`src/rtl/usb_tx_pkg.sv`:
```
// Constants and types shared by the USB transmitter, its payload FIFO and the SD-side source.
package usb_tx_pkg;

  localparam int unsigned USB_BYTE_W        = 8;
  localparam int unsigned USB_TX_FIFO_DEPTH = 64;

  typedef logic [USB_BYTE_W-1:0] usb_byte_t;

endpackage

```
`src/rtl/fifo_regfile.sv`:
```
// Register-array storage for the TX FIFO: synchronous write port, asynchronous read port.
module fifo_regfile import usb_tx_pkg::*; #(
  parameter int unsigned DATA_WIDTH = USB_BYTE_W,
  parameter int unsigned DEPTH      = USB_TX_FIFO_DEPTH,
  parameter int unsigned ADDR_WIDTH = $clog2(DEPTH)
) (
  input  logic                  clk,
  input  logic                  wen,
  input  logic [ADDR_WIDTH-1:0] waddr,
  input  logic [DATA_WIDTH-1:0] wdata,
  input  logic [ADDR_WIDTH-1:0] raddr,
  output logic [DATA_WIDTH-1:0] rdata
);

  // Contents are deliberately not reset; unoccupied entries are don't-care.
  logic [DATA_WIDTH-1:0] mem_q [DEPTH];

  always_ff @(posedge clk) begin
    if (wen) begin
      mem_q[waddr] <= wdata;
    end
  end

  assign rdata = mem_q[raddr];

endmodule

```
`src/rtl/usb_tx_fifo.sv`:
```
// First-word-fall-through payload FIFO between the SD data source and the USB transmitter.
module usb_tx_fifo import usb_tx_pkg::*; #(
  parameter int unsigned DATA_WIDTH      = USB_BYTE_W,
  parameter int unsigned DEPTH           = USB_TX_FIFO_DEPTH,
  parameter int unsigned ADDR_WIDTH      = $clog2(DEPTH),
  parameter int unsigned ALMOST_FULL_LVL = DEPTH - 4
) (
  input  logic                  clk,
  input  logic                  n_rst,
  input  logic                  flush,
  input  logic                  write_enable,
  input  logic [DATA_WIDTH-1:0] write_data,
  input  logic                  read_enable,
  output logic [DATA_WIDTH-1:0] read_data,
  output logic                  empty,
  output logic                  full,
  output logic                  almost_full,
  output logic [ADDR_WIDTH:0]   count,
  output logic                  overflow,
  output logic                  underflow
);

  localparam logic [ADDR_WIDTH:0]   FULL_CNT = (ADDR_WIDTH + 1)'(DEPTH);
  localparam logic [ADDR_WIDTH:0]   AF_CNT   = (ADDR_WIDTH + 1)'(ALMOST_FULL_LVL);
  localparam logic [ADDR_WIDTH:0]   CNT_ONE  = (ADDR_WIDTH + 1)'(1);
  localparam logic [ADDR_WIDTH-1:0] PTR_ONE  = ADDR_WIDTH'(1);

  logic [ADDR_WIDTH-1:0] wptr_q, wptr_d;
  logic [ADDR_WIDTH-1:0] rptr_q, rptr_d;
  logic [ADDR_WIDTH:0]   count_q, count_d;
  logic                  overflow_q, overflow_d;
  logic                  underflow_q, underflow_d;

  logic                  rd_accept;
  logic                  wr_accept;
  logic                  mem_wen;
  logic [DATA_WIDTH-1:0] mem_rdata;

  assign empty       = (count_q == '0);
  assign full        = (count_q == FULL_CNT);
  assign almost_full = (count_q >= AF_CNT);

  // A write into a full FIFO is only legal when a pop frees the slot in the same cycle.
  assign rd_accept = read_enable && !empty;
  assign wr_accept = write_enable && (!full || rd_accept);
  assign mem_wen   = wr_accept && !flush;

  always_comb begin
    wptr_d      = wptr_q;
    rptr_d      = rptr_q;
    count_d     = count_q;
    overflow_d  = overflow_q;
    underflow_d = underflow_q;

    if (flush) begin
      wptr_d      = '0;
      rptr_d      = '0;
      count_d     = '0;
      overflow_d  = 1'b0;
      underflow_d = 1'b0;
    end else begin
      if (wr_accept) begin
        wptr_d = wptr_q + PTR_ONE;
      end
      if (rd_accept) begin
        rptr_d = rptr_q + PTR_ONE;
      end
      if (wr_accept && !rd_accept) begin
        count_d = count_q + CNT_ONE;
      end else if (rd_accept && !wr_accept) begin
        count_d = count_q - CNT_ONE;
      end
      if (write_enable && !wr_accept) begin
        overflow_d = 1'b1;
      end
      if (read_enable && !rd_accept) begin
        underflow_d = 1'b1;
      end
    end
  end

  always_ff @(posedge clk or negedge n_rst) begin
    if (!n_rst) begin
      wptr_q      <= '0;
      rptr_q      <= '0;
      count_q     <= '0;
      overflow_q  <= 1'b0;
      underflow_q <= 1'b0;
    end else begin
      wptr_q      <= wptr_d;
      rptr_q      <= rptr_d;
      count_q     <= count_d;
      overflow_q  <= overflow_d;
      underflow_q <= underflow_d;
    end
  end

  fifo_regfile #(
    .DATA_WIDTH (DATA_WIDTH),
    .DEPTH      (DEPTH),
    .ADDR_WIDTH (ADDR_WIDTH)
  ) u_regfile (
    .clk   (clk),
    .wen   (mem_wen),
    .waddr (wptr_q),
    .wdata (write_data),
    .raddr (rptr_q),
    .rdata (mem_rdata)
  );

  assign read_data = empty ? '0 : mem_rdata;
  assign count     = count_q;
  assign overflow  = overflow_q;
  assign underflow = underflow_q;

endmodule

```
`config.mk`:
```
export PLATFORM = sky130hd
export DESIGN_NAME = usb_tx_fifo
export DESIGN_NICKNAME = d
export VERILOG_FILES = /design/src/rtl/usb_tx_pkg.sv /design/src/rtl/fifo_regfile.sv /design/src/rtl/usb_tx_fifo.sv
export SDC_FILE = /design/constraint.sdc
export NUM_CORES = 1
export LEC_CHECK = 0
export CORE_MARGIN = 2
export CORE_UTILIZATION = 35
export DETAILED_ROUTE_END_ITERATION = 10
export GPL_TIMING_DRIVEN = 0
export PLACE_DENSITY = 0.55
export SYNTH_ARGS = -nofsm -noshare
export SYNTH_HDL_FRONTEND = slang
export SYNTH_SLANG_ARGS = --single-unit
```
`constraint.sdc`:
```
create_clock -name clk -period 3.85 [get_ports clk]
set_clock_uncertainty 0.15 [all_clocks]
set_input_delay 0.9625 -clock clk [delete_from_list [all_inputs] [get_ports clk]]
set_output_delay 0.9625 -clock clk [all_outputs]
set_load 0.05 [all_outputs]
```
After elaboration in Yosys (flattened, before gate mapping)
Memories as Yosys holds them, arrays and structs flattened.
Cells that the tools add are included.
{"block": "word_totals", "mem_bits_rw": 512, "word_cells": 45, "regBits": 21, "n_memories": 1, "output_inout_bits": 20}
{"name": "u_regfile.mem_q", "depth": 64, "width": 8, "read_ports": 1, "rd_ports_with_merged_regs": 0, "write_ports": 1, "line": "fifo_regfile.sv:16", "source": "logic [DATA_WIDTH-1:0] mem_q [DEPTH];"}
{"block": "classes", "reduce_logical": 19, "addsub": 4, "n_mux": 14, "eq_ne": 1, "n_lt_le_gt_ge": 1}
{"operator": "$mux 6", "count": 4}
{"operator": "$mux 7", "count": 3}
{"operator": "$add 6x1->6 const B", "count": 2}
{"operator": "$mux 8", "count": 1}
{"operator": "$reduce_bool 2->1", "count": 4}
{"operator": "$add 7x1->7 const B", "count": 1}
{"operator": "$eq 7x7->1 const B", "count": 1}
{"operator": "$ge 7x6->1 const B", "count": 1}
{"operator": "$logic_and 1x1->1", "count": 7}
{"operator": "$logic_not 7->1", "count": 1}
{"operator": "$sub 7x1->7 const B", "count": 1}
{"operator": "$mux 1", "count": 6}
{"operator": "$logic_not 1->1", "count": 5}
{"operator": "$reduce_bool 3->1", "count": 1}
{"operator": "$logic_or 1x1->1", "count": 1}

Longest topological paths before layout
Gate-level depths: netlist (run 1).
{"block": "depth", "depth_word": 10, "depth_mapped": 11}

Hierarchy
From an unflattened synthesis (run 1), not the netlist that was laid out.
{"block": "unflattened", "cells_unflattened": 1077, "area_unflattened_um2": 21405.5}
{"module": "fifo_regfile", "instances": 1, "cells_each": 932, "seq_area_each_um2": 15374.7, "area_per_inst_um2": 20006.7}
{"module": "usb_tx_fifo", "instances": 1, "cells_each": 145, "seq_area_each_um2": 525.5, "area_per_inst_um2": 1398.8}

Least setup slack after synthesis (run 1)
No wires, ideal clock.
{"block": "synth_timing", "kind": "register to output", "from": "register count_q[5], in the netlist count[5]", "to": "output port read_data[0]", "path_buffers": 1, "path_slack_ns": -1.144, "stages_incl_launch_ff": 7, "required_ns": 2.738, "arrival_ns": 3.882, "path_cell_list": "dfrtp_1 -> or4_4 -> nor4_1 -> nand2b_1 -> clkbuf_1 -> a21oi_1 -> a22o_1"}
{"block": "synth_between", "elab_chain_cells": 2}
{"element": "from (decl)", "line": "usb_tx_fifo.sv:30", "source": "logic [ADDR_WIDTH:0] count_q, count_d;"}
{"element": "from (signal assigned)", "line": "usb_tx_fifo.sv:92", "source": "count_q <= count_d;"}
{"element": "$logic_not 7->1", "line": "usb_tx_fifo.sv:39", "source": "assign empty = (count_q == '0);"}
{"element": "named net empty", "line": "usb_tx_fifo.sv:15", "source": "output logic empty,"}
{"element": "$mux 8", "line": "usb_tx_fifo.sv:111", "source": "assign read_data = empty ? '0 : mem_rdata;"}
{"element": "to (decl)", "line": "usb_tx_fifo.sv:14", "source": "output logic [DATA_WIDTH-1:0] read_data,"}
The timed path passes the listed nets, and every way through them passes these cells.

Worst setup path in the final report (run 1)
{"block": "layout_timing", "from": "register rptr_q[0]", "to": "output port read_data[5]"}
{"block": "layout_between", "elab_chain_cells": 2}
{"element": "from (decl)", "line": "usb_tx_fifo.sv:29", "source": "logic [ADDR_WIDTH-1:0] rptr_q, rptr_d;"}
{"element": "from (signal assigned)", "line": "usb_tx_fifo.sv:91", "source": "rptr_q <= rptr_d;"}
{"element": "$mem_v2 64x8"}
{"element": "$mux 8", "line": "usb_tx_fifo.sv:111"}
No other way between the ends.

==> results of run 1 <==
## final cells by class
| cell class | count | area [sq um] |
|---|---|---|
| inverter | 6 | 22.5 |
| sequential | 533 | 15900 |
| clock buffer | 68 | 1430 |
| antenna | 1 | 2.50 |
| fill | 5170 | 34000 |
| multi-input combinational | 481 | 5280 |
| timing repair buffer | 61 | 701 |
| buffer | 67 | 679 |
| clock inverter | 31 | 265 |
| tap | 773 | 967 |
## power groups by stage
stage               combinational, mW  sequential (mW)  clock, mW
detailed placement               2.65             6.61          0
CTS                              3.18             6.50       5.16
global route                     3.37             6.50       5.36
finish                           3.21             6.50       5.10
global placement                 2.62             6.63          0
floorplan                        1.59             6.70          0
## per-stage QoR
step	setup TNS, ns	setup slack (ns)
6_report	-2.20	-0.333
5_1_grt	-2.64	-0.360
4_1_cts	-2.39	-0.341
3_5_place_dp	-24.31	-1.64
3_3_place_gp	-58.13	-1.57
2_1_floorplan	0	0.0103
## cells in the final DEF (no fill, tap or decap), drive strengths merged, types with 4 or more instances in the layout
cell             n
o221ai          15
nand2           28
o31ai            5
bufinv           5
inv              7
a21oi           30
dfrtp           21
o22ai           16
xor2            11
buf             72
nor2b            4
mux2i           62
ha               8
nand3b           6
mux4            97
nand3            9
a22oi           25
clkbuf         108
a211oi          24
a22o            14
clkinv          25
nand4            5
edfxtp         512
nor2            84
clkdlybuf4s50   13
or3              6
## critical path, stage by stage (launching register included)
cell,delay (ns)
dfrtp_1,0.40
buf_12,0.16
buf_16,0.17
buf_4,0.13
mux4_2,0.53
a22o_4,0.26
a211oi_4,0.23
a21oi_1,0.10
a22o_1,0.27
buf_4,0.22
## worst paths after layout
check / startpoint / end / slack, ns / depth (start not counted)
worst max-delay path: rptr_q[0] / read_data[5] / -0.33 / 9
worst min-delay path: overflow / overflow / 0.36 / 2
worst max register to register: count[5] / count[6] / 0.27 / 11
worst min register to register: overflow / overflow / 0.36 / 2
max in group asynchronous: n_rst / count[5] / 2.13 / 1
min in group asynchronous: n_rst / rptr_q[4] / 0.76 / 1
## cells by family (layout without fill, tap and decap cells)
family                     after synthesis  after routing  share of synthesized area
AOI/OAI and AO/OA                      141            141                     0.0494
xor gates and xnor gates                14             14                    0.00583
DFF                                    533            533                      0.757
adders and majority gates                9              9                    0.00572
muxes                                  159            159                      0.133
buffers and inverters                   76            233                     0.0146
other                                    0              1                          0
and+or+nand+nor                        158            158                     0.0344
## synth_stat cells, types with 7 or more instances
library cell	count	share of area
mux4_2	97	0.10
nand2_1	28	0.0050
mux2i_1	62	0.030
dfrtp_1	21	0.025
edfxtp_1	512	0.73
nand3_1	9	0.0021
clkbuf_1	45	0.0080
a22oi_1	25	0.0089
o22ai_1	16	0.0048
ha_1	8	0.0048
nor2_1	84	0.015
buf_1	7	0.0013
buf_2	18	0.0043
a21oi_1	30	0.0071
a211oi_1	24	0.0086
a22o_1	14	0.0058
o221ai_1	15	0.0063
xor2_1	11	0.0046
## layer usage
metal,GRT usage,part of all wire,vias to the layer above
met4,0.0632,0.031,0
met2,0.287,0.47,386
met3,0.0401,0.074,96
met1,0.242,0.42,5757
met5,0,0,-
li1,-,-,4699
## timing repair
| action | CTS | global route |
|---|---|---|
| pin swaps | 17 | 7 |
| setup endpoints to repair | 10 | 9 |
| endpoints found under the hold margin | 0 | 0 |
| hold buffers | 0 | 0 |
| cloned | 2 | 0 |
| gates resized for setup | 258 | 23 |
| buffers inserted | 16 | 2 |
## flip-flops by register name (all words and copies together) (netlist names)
register	count
u_regfile.mem_q	512
underflow	1
wptr_q	6
count	7
overflow	1
rptr_q	6
==> flow_summary.html, run 1 <==
<table>
<tr><th>Metric</th><th>Value</th></tr>
<tr><th colspan="2">Outcome</th></tr>
<tr><td>Status</td><td>finished with violations</td></tr>
<tr><td>Violated checks</td><td>setup timing</td></tr>
<tr><th colspan="2">Global routing</th></tr>
<tr><td>Pin count of the biggest net entering global routing</td><td>45</td></tr>
<tr><td>GRT Util Overall</td><td>0.179</td></tr>
<tr><td>Initial antenna violation count</td><td>0</td></tr>
<tr><td>Residual overflow from global routing</td><td>0</td></tr>
<tr><td>Number of global-route vias before repair</td><td>11207</td></tr>
<tr><td>Wire length of the first global-routing pass</td><td>79.6 mm</td></tr>
<tr><th colspan="2">Detailed routing</th></tr>
<tr><td>Number of detailed-routing iterations run before antenna repair</td><td>5</td></tr>
<tr><td>Number of design-rule violations left by the first detailed-router iteration</td><td>988</td></tr>
<tr><td>Detailed-route wire length</td><td>55.7 mm</td></tr>
<tr><td>Mean number of vias per cell</td><td>5.41</td></tr>
<tr><td>Total via count in the routed design</td><td>10938</td></tr>
<tr><td>DRC Markers</td><td>0</td></tr>
<tr><td>Remaining number of nets flagged by the antenna check after routing</td><td>0</td></tr>
<tr><td>Routed WL per cell</td><td>27.6 um</td></tr>
<tr><th colspan="2">STA</th></tr>
<tr><td>Final critical path time including I/O delays and setup</td><td>4.18 ns</td></tr>
<tr><td>Max-slew headroom at the worst pin</td><td>0.325</td></tr>
<tr><td>Slew Limit Fails</td><td>0</td></tr>
<tr><td>Worst-margin pin slew</td><td>1.01 ns</td></tr>
<tr><td>Max Clock Freq</td><td>239 MHz</td></tr>
<tr><td>Final-layout worst hold slack</td><td>0.360 ns</td></tr>
<tr><td>Post-route clock period utilization</td><td>1.09</td></tr>
<tr><td>Setup-violating endpoint count in the final report</td><td>8</td></tr>
<tr><td>Final Worst Setup Slack</td><td>-0.333 ns</td></tr>
<tr><td>Number of endpoints with negative hold slack in the final report</td><td>0</td></tr>
<tr><td>RSZ-0062 raised after global routing</td><td>yes</td></tr>
<tr><th colspan="2">Floorplanning</th></tr>
<tr><td>Total number of placement rows</td><td>89</td></tr>
<tr><td>Boundary Pins</td><td>33</td></tr>
<tr><td>Chip Height</td><td>249 um</td></tr>
<tr><td>Core Area</td><td>0.0592 sq mm</td></tr>
<tr><td>Die ar.</td><td>0.0620 sq mm</td></tr>
<tr><td>Die Span X</td><td>249 um</td></tr>
<tr><td>Initial cell density of the core</td><td>0.355</td></tr>
<tr><th colspan="2">Pwr</th></tr>
<tr><td>Combinational power share</td><td>0.217</td></tr>
<tr><td>Seq pwr share</td><td>0.439</td></tr>
<tr><td>Largest vdd supply drop</td><td>392 uV</td></tr>
<tr><td>Internal Pwr Total</td><td>10.8 mW</td></tr>
<tr><td>Leakage power figure</td><td>7.92 nW</td></tr>
<tr><td>Total power</td><td>14.8 mW</td></tr>
<tr><td>Switching Share</td><td>0.272</td></tr>
<tr><td>Part of the power in the clock network</td><td>0.344</td></tr>
<tr><td>Net switching power</td><td>4.02 mW</td></tr>
<tr><td>Pwr per Cell Area</td><td>586 mW/mm^2</td></tr>
<tr><th colspan="2">CTS</th></tr>
<tr><td>Clock-pin slew on the worst setup and hold paths</td><td>0.06 ns</td></tr>
<tr><td>Insertion delay of the later-clocked pin in the worst-skew pair</td><td>0.60 ns</td></tr>
<tr><td>H-Tree Depth</td><td>2</td></tr>
<tr><td>Inserted Clock Buffers</td><td>54</td></tr>
<tr><td>Root Buffer Master</td><td>clkbuf_16</td></tr>
<tr><td>CTS Sinks</td><td>533</td></tr>
<tr><td>Maximum clock insertion buffer count</td><td>3</td></tr>
<tr><td>Clock tree from TritonCTS</td><td>yes</td></tr>
<tr><th colspan="2">Logic synthesis</th></tr>
<tr><td>FFs w/ async S/R, synth</td><td>0.0394</td></tr>
<tr><td>Most instantiated flip-flop cell in the synthesis netlist</td><td>edfxtp_1</td></tr>
<tr><td>#FFs+latches synth</td><td>533</td></tr>
<tr><td>Synth Area per Inst</td><td>19.3 sq um</td></tr>
<tr><td>Sequential fraction of the synthesis area</td><td>0.757</td></tr>
<tr><td>Synthesized area</td><td>0.0210 sq mm</td></tr>
<tr><td>Number of synthesized flops with an enable pin</td><td>512</td></tr>
<tr><td>Synth Instances</td><td>1090</td></tr>
<tr><td>Post-Synthesis Net Count</td><td>1112</td></tr>
<tr><td>Count of synthesis-stage warnings from yosys</td><td>0</td></tr>
<tr><td>Cell variety after synth</td><td>43</td></tr>
<tr><th colspan="2">Critical path</th></tr>
<tr><td>Critical Path End Type</td><td>primary output</td></tr>
<tr><td>Required time reported for the critical path endpoint</td><td>2.74 ns</td></tr>
<tr><td>CP Launch Type</td><td>flip-flop</td></tr>
<tr><td>Critical path class</td><td>reg -&gt; out</td></tr>
<tr><td>CP max FO</td><td>7</td></tr>
<tr><td>Arrival time at the worst endpoint</td><td>3.07 ns</td></tr>
<tr><th colspan="2">Place</th></tr>
<tr><td>HPWL Detailed</td><td>36.8 mm</td></tr>
<tr><td>Count of input and output buffers</td><td>31</td></tr>
<tr><td>Global placer's final weighted congestion</td><td>0.823</td></tr>
<tr><td>Post-placement cell area</td><td>0.0225 sq mm</td></tr>
<tr><td># placed instances</td><td>1904</td></tr>
<tr><th colspan="2">Finish</th></tr>
<tr><td>Cell Count, Final, Fillers Out</td><td>2021</td></tr>
<tr><td>Share of final-layout standard cells stronger than drive strength 1</td><td>0.274</td></tr>
<tr><td>Synth-to-layout area growth</td><td>20.1%</td></tr>
<tr><td>Cell area after layout</td><td>0.0252 sq mm</td></tr>
<tr><td># nets final</td><td>1226</td></tr>
<tr><td>Post-route core utilization</td><td>0.426</td></tr>
<tr><th colspan="2">Hold path</th></tr>
<tr><td>Path class of the lowest-slack min-delay path</td><td>reg -&gt; reg</td></tr>
<tr><th colspan="2">Run</th></tr>
<tr><td>Maximum capacitance violations</td><td>0</td></tr>
</table>
Power figures use the tool's default switching activity.
==> run 2, diff against run 1 <==
- CORE_UTILIZATION: 35 -> 30
- PLACE_DENSITY: 0.55 -> 0.49
==> flow_summary.html, run 2 (same netlist as run 1, synthesis figures left out) <==
<table>
<tr><th>Metric</th><th>Value</th></tr>
<tr><th colspan="2">STA</th></tr>
<tr><td>Final Worst Setup Slack</td><td>-0.322 ns (was -0.333 ns)</td></tr>
<tr><td>Post-route clock period utilization</td><td>1.08 (was 1.09)</td></tr>
<tr><td>Max-slew headroom at the worst pin</td><td>0.314 (was 0.325)</td></tr>
<tr><td>Final-layout worst hold slack</td><td>0.357 ns (was 0.360 ns)</td></tr>
<tr><td>Post-route setup TNS</td><td>-2.12 ns (was -2.20 ns)</td></tr>
<tr><td>Max Clock Freq</td><td>240 MHz (was 239 MHz)</td></tr>
<tr><td>RSZ-0062 raised after global routing</td><td>yes (unchanged)</td></tr>
<tr><td>Setup-violating endpoint count in the final report</td><td>8 (unchanged)</td></tr>
<tr><td>Slew Limit Fails</td><td>0 (unchanged)</td></tr>
<tr><td>Number of endpoints with negative hold slack in the final report</td><td>0 (unchanged)</td></tr>
<tr><td>Worst-margin pin slew</td><td>1.03 ns (was 1.01 ns)</td></tr>
<tr><td>Final critical path time including I/O delays and setup</td><td>4.17 ns (was 4.18 ns)</td></tr>
<tr><th colspan="2">Pwr</th></tr>
<tr><td>Seq pwr share</td><td>0.424 (was 0.439)</td></tr>
<tr><td>Net switching power</td><td>4.18 mW (was 4.02 mW)</td></tr>
<tr><td>Leakage power figure</td><td>8.14 nW (was 7.92 nW)</td></tr>
<tr><td>Total power</td><td>15.3 mW (was 14.8 mW)</td></tr>
<tr><td>Combinational power share</td><td>0.234 (was 0.217)</td></tr>
<tr><td>Pwr per Cell Area</td><td>588 mW/mm^2 (was 586 mW/mm^2)</td></tr>
<tr><td>Switching Share</td><td>0.273 (was 0.272)</td></tr>
<tr><td>Part of the power in the clock network</td><td>0.341 (was 0.344)</td></tr>
<tr><td>Internal Pwr Total</td><td>11.1 mW (was 10.8 mW)</td></tr>
<tr><td>Largest vdd supply drop</td><td>381 uV (was 392 uV)</td></tr>
<tr><th colspan="2">Global routing</th></tr>
<tr><td>Initial antenna violation count</td><td>0 (unchanged)</td></tr>
<tr><td>Residual overflow from global routing</td><td>0 (unchanged)</td></tr>
<tr><td>Number of global-route vias before repair</td><td>11406 (was 11207)</td></tr>
<tr><td>Wire length of the first global-routing pass</td><td>83.4 mm (was 79.6 mm)</td></tr>
<tr><td>Pin count of the biggest net entering global routing</td><td>45 (unchanged)</td></tr>
<tr><td>GRT Util Overall</td><td>0.165 (was 0.179)</td></tr>
<tr><th colspan="2">Place</th></tr>
<tr><td>Post-placement cell area</td><td>0.0227 sq mm (was 0.0225 sq mm)</td></tr>
<tr><td>Global placer's final weighted congestion</td><td>0.841 (was 0.823)</td></tr>
<tr><td># placed instances</td><td>2071 (was 1904)</td></tr>
<tr><td>Post-placement worst setup slack</td><td>-1.71 ns (was -1.64 ns)</td></tr>
<tr><td>Count of input and output buffers</td><td>31 (unchanged)</td></tr>
<tr><td>HPWL Detailed</td><td>38.4 mm (was 36.8 mm)</td></tr>
<tr><th colspan="2">Floorplanning</th></tr>
<tr><td>Core Area</td><td>0.0697 sq mm (was 0.0592 sq mm)</td></tr>
<tr><td>Boundary Pins</td><td>33 (unchanged)</td></tr>
<tr><td>Die Span X</td><td>269 um (was 249 um)</td></tr>
<tr><td>Die ar.</td><td>0.0722 sq mm (was 0.0620 sq mm)</td></tr>
<tr><td>Initial cell density of the core</td><td>0.302 (was 0.355)</td></tr>
<tr><td>Total number of placement rows</td><td>97 (was 89)</td></tr>
<tr><td>Chip Height</td><td>269 um (was 249 um)</td></tr>
<tr><th colspan="2">Outcome</th></tr>
<tr><td>Status</td><td>finished with violations (unchanged)</td></tr>
<tr><td>Violated checks</td><td>setup timing (unchanged)</td></tr>
<tr><th colspan="2">Run</th></tr>
<tr><td>Maximum capacitance violations</td><td>0 (unchanged)</td></tr>
<tr><th colspan="2">CTS</th></tr>
<tr><td>H-Tree Depth</td><td>2 (unchanged)</td></tr>
<tr><td>Clock tree from TritonCTS</td><td>yes (unchanged)</td></tr>
<tr><td>Inserted Clock Buffers</td><td>56 (was 54)</td></tr>
<tr><td>Number of buffers added to fix hold violations after cts</td><td>0 (unchanged)</td></tr>
<tr><td>Root Buffer Master</td><td>clkbuf_16 (unchanged)</td></tr>
<tr><td>CTS Sinks</td><td>533 (unchanged)</td></tr>
<tr><td>Maximum clock insertion buffer count</td><td>3 (unchanged)</td></tr>
<tr><td>Insertion delay of the later-clocked pin in the worst-skew pair</td><td>0.60 ns (about the same)</td></tr>
<tr><td>Clock-pin slew on the worst setup and hold paths</td><td>0.06 ns (about the same)</td></tr>
<tr><th colspan="2">Finish</th></tr>
<tr><td>Leading cell types in the layout, fill and taps excluded</td><td>512 x edfxtp_1, 97 x mux4_2, 82 x nor2_1 (was 512 x edfxtp_1, 97 x mux4_2, 83 x nor2_1)</td></tr>
<tr><td>Reg with most FFs</td><td>u_regfile.mem_q (unchanged)</td></tr>
<tr><td>Post-route core utilization</td><td>0.374 (was 0.426)</td></tr>
<tr><td>Cell area after layout</td><td>0.0260 sq mm (was 0.0252 sq mm)</td></tr>
<tr><td>Cell Count, Final, Fillers Out</td><td>2202 (was 2021)</td></tr>
<tr><td># nets final</td><td>1242 (was 1226)</td></tr>
<tr><td>Combined area of the multi-input logic cells</td><td>0.00547 sq mm (was 0.00528 sq mm)</td></tr>
<tr><td>Commonest non-fill, non-tap cell in the layout</td><td>edfxtp_1 (unchanged)</td></tr>
<tr><td>Synth-to-layout area growth</td><td>23.8% (was 20.1%)</td></tr>
<tr><td>Share of final-layout standard cells stronger than drive strength 1</td><td>0.311 (was 0.274)</td></tr>
<tr><td>Number of inserted diodes</td><td>0 (was 1)</td></tr>
<tr><td>Largest register FFs</td><td>512 (unchanged)</td></tr>
<tr><td>Seq. cell area</td><td>0.0159 sq mm (unchanged)</td></tr>
<tr><td>Number of inserted filler cells in the final layout</td><td>6465 (was 5170)</td></tr>
<tr><th colspan="2">Critical path</th></tr>
<tr><td>CP max FO</td><td>8 (was 7)</td></tr>
<tr><td>CP Launch Type</td><td>flip-flop (unchanged)</td></tr>
<tr><td>Required time reported for the critical path endpoint</td><td>2.74 ns (about the same)</td></tr>
<tr><td>Arrival time at the worst endpoint</td><td>3.06 ns (was 3.07 ns)</td></tr>
<tr><td>Critical Path End Type</td><td>primary output (unchanged)</td></tr>
<tr><td>Critical path class</td><td>reg -&gt; out (unchanged)</td></tr>
<tr><th colspan="2">Hold path</th></tr>
<tr><td>Path class of the lowest-slack min-delay path</td><td>reg -&gt; reg (unchanged)</td></tr>
<tr><th colspan="2">Detailed routing</th></tr>
<tr><td>Remaining number of nets flagged by the antenna check after routing</td><td>0 (unchanged)</td></tr>
<tr><td>Detailed-route wire length</td><td>58.5 mm (was 55.7 mm)</td></tr>
<tr><td>DRC Markers</td><td>0 (unchanged)</td></tr>
<tr><td>Number of detailed-routing iterations run before antenna repair</td><td>5 (unchanged)</td></tr>
<tr><td>Routed WL per cell</td><td>26.6 um (was 27.6 um)</td></tr>
<tr><td>Number of design-rule violations left by the first detailed-router iteration</td><td>1010 (was 988)</td></tr>
<tr><td>Total via count in the routed design</td><td>11143 (was 10938)</td></tr>
<tr><td>Mean number of vias per cell</td><td>5.06 (was 5.41)</td></tr>
</table>
==> run 2: cell count changes in the layout (fill, tap and decap cells not counted), moves of 4 or more <==
cell	before	now
mux2i_1	56	45
buf_12	17	26
mux2i_2	2	11
o22ai_1	16	9
o22ai_2	0	7
a211oi_1	12	7
a22o_4	6	11
buf_16	9	14
a21oi_1	22	18
a21oi_2	8	12
a22o_1	6	2
clkbuf_2	6	10
==> run 2: cell type report <==
class                      count  area share
clock inverter                30      0.0103
inverter                       6    0.000865
sequential                   533       0.611
tap                          940      0.0452
timing repair buffer          75      0.0381
clock buffer                  70      0.0567
multi-input combinational    481       0.210
buffer                        67      0.0275
==> run 2: critical path, cell delays in order, from the launching register on <==
cell and delay (ns):
dfrtp_1 0.41, buf_12 0.18, buf_16 0.17, buf_16 0.18
buf_4 0.13, mux4_2 0.51, a22oi_2 0.26, nand2_1 0.14
a22o_4 0.29, buf_6 0.16
==> run 2: what timing repair did <==
item	in CTS	in global routing
buffers inserted	22	5
cloned	6	1
endpoints found under the setup margin	10	9
resized for setup	295	37
pin swaps	29	11
==> run 2: final timing paths <==
check / from / end / slack (ns) / cells past startpoint
max reg2reg: count[5] / count[6] / 0.31 / 10
max: rptr_q[0] / read_data[3] / -0.32 / 9
max in group asynchronous: n_rst / rptr_q[2] / 2.08 / 1
min in group asynchronous: n_rst / count[1] / 0.78 / 1
min: underflow / underflow / 0.36 / 2
min reg2reg: underflow / underflow / 0.36 / 2
==> run 2: metal layers <==
metal	global-route usage	wire (um)	vias to the layer above
li1	-	-	4726
met1	0.233	26200	5914
met2	0.255	26800	398
met3	0.0289	3390	105
met4	0.0661	2110	0
met5	0	0	-
==> run 2: power by group through the flow <==
stage	logic, mW	clock network, mW	registers (mW)
2_1_floorplan	1.59	0	6.70
3_3_place_gp	2.67	0	6.63
3_5_place_dp	2.69	0	6.61
4_1_cts	3.50	5.31	6.50
5_1_grt	3.77	5.54	6.50
6_report	3.59	5.22	6.50
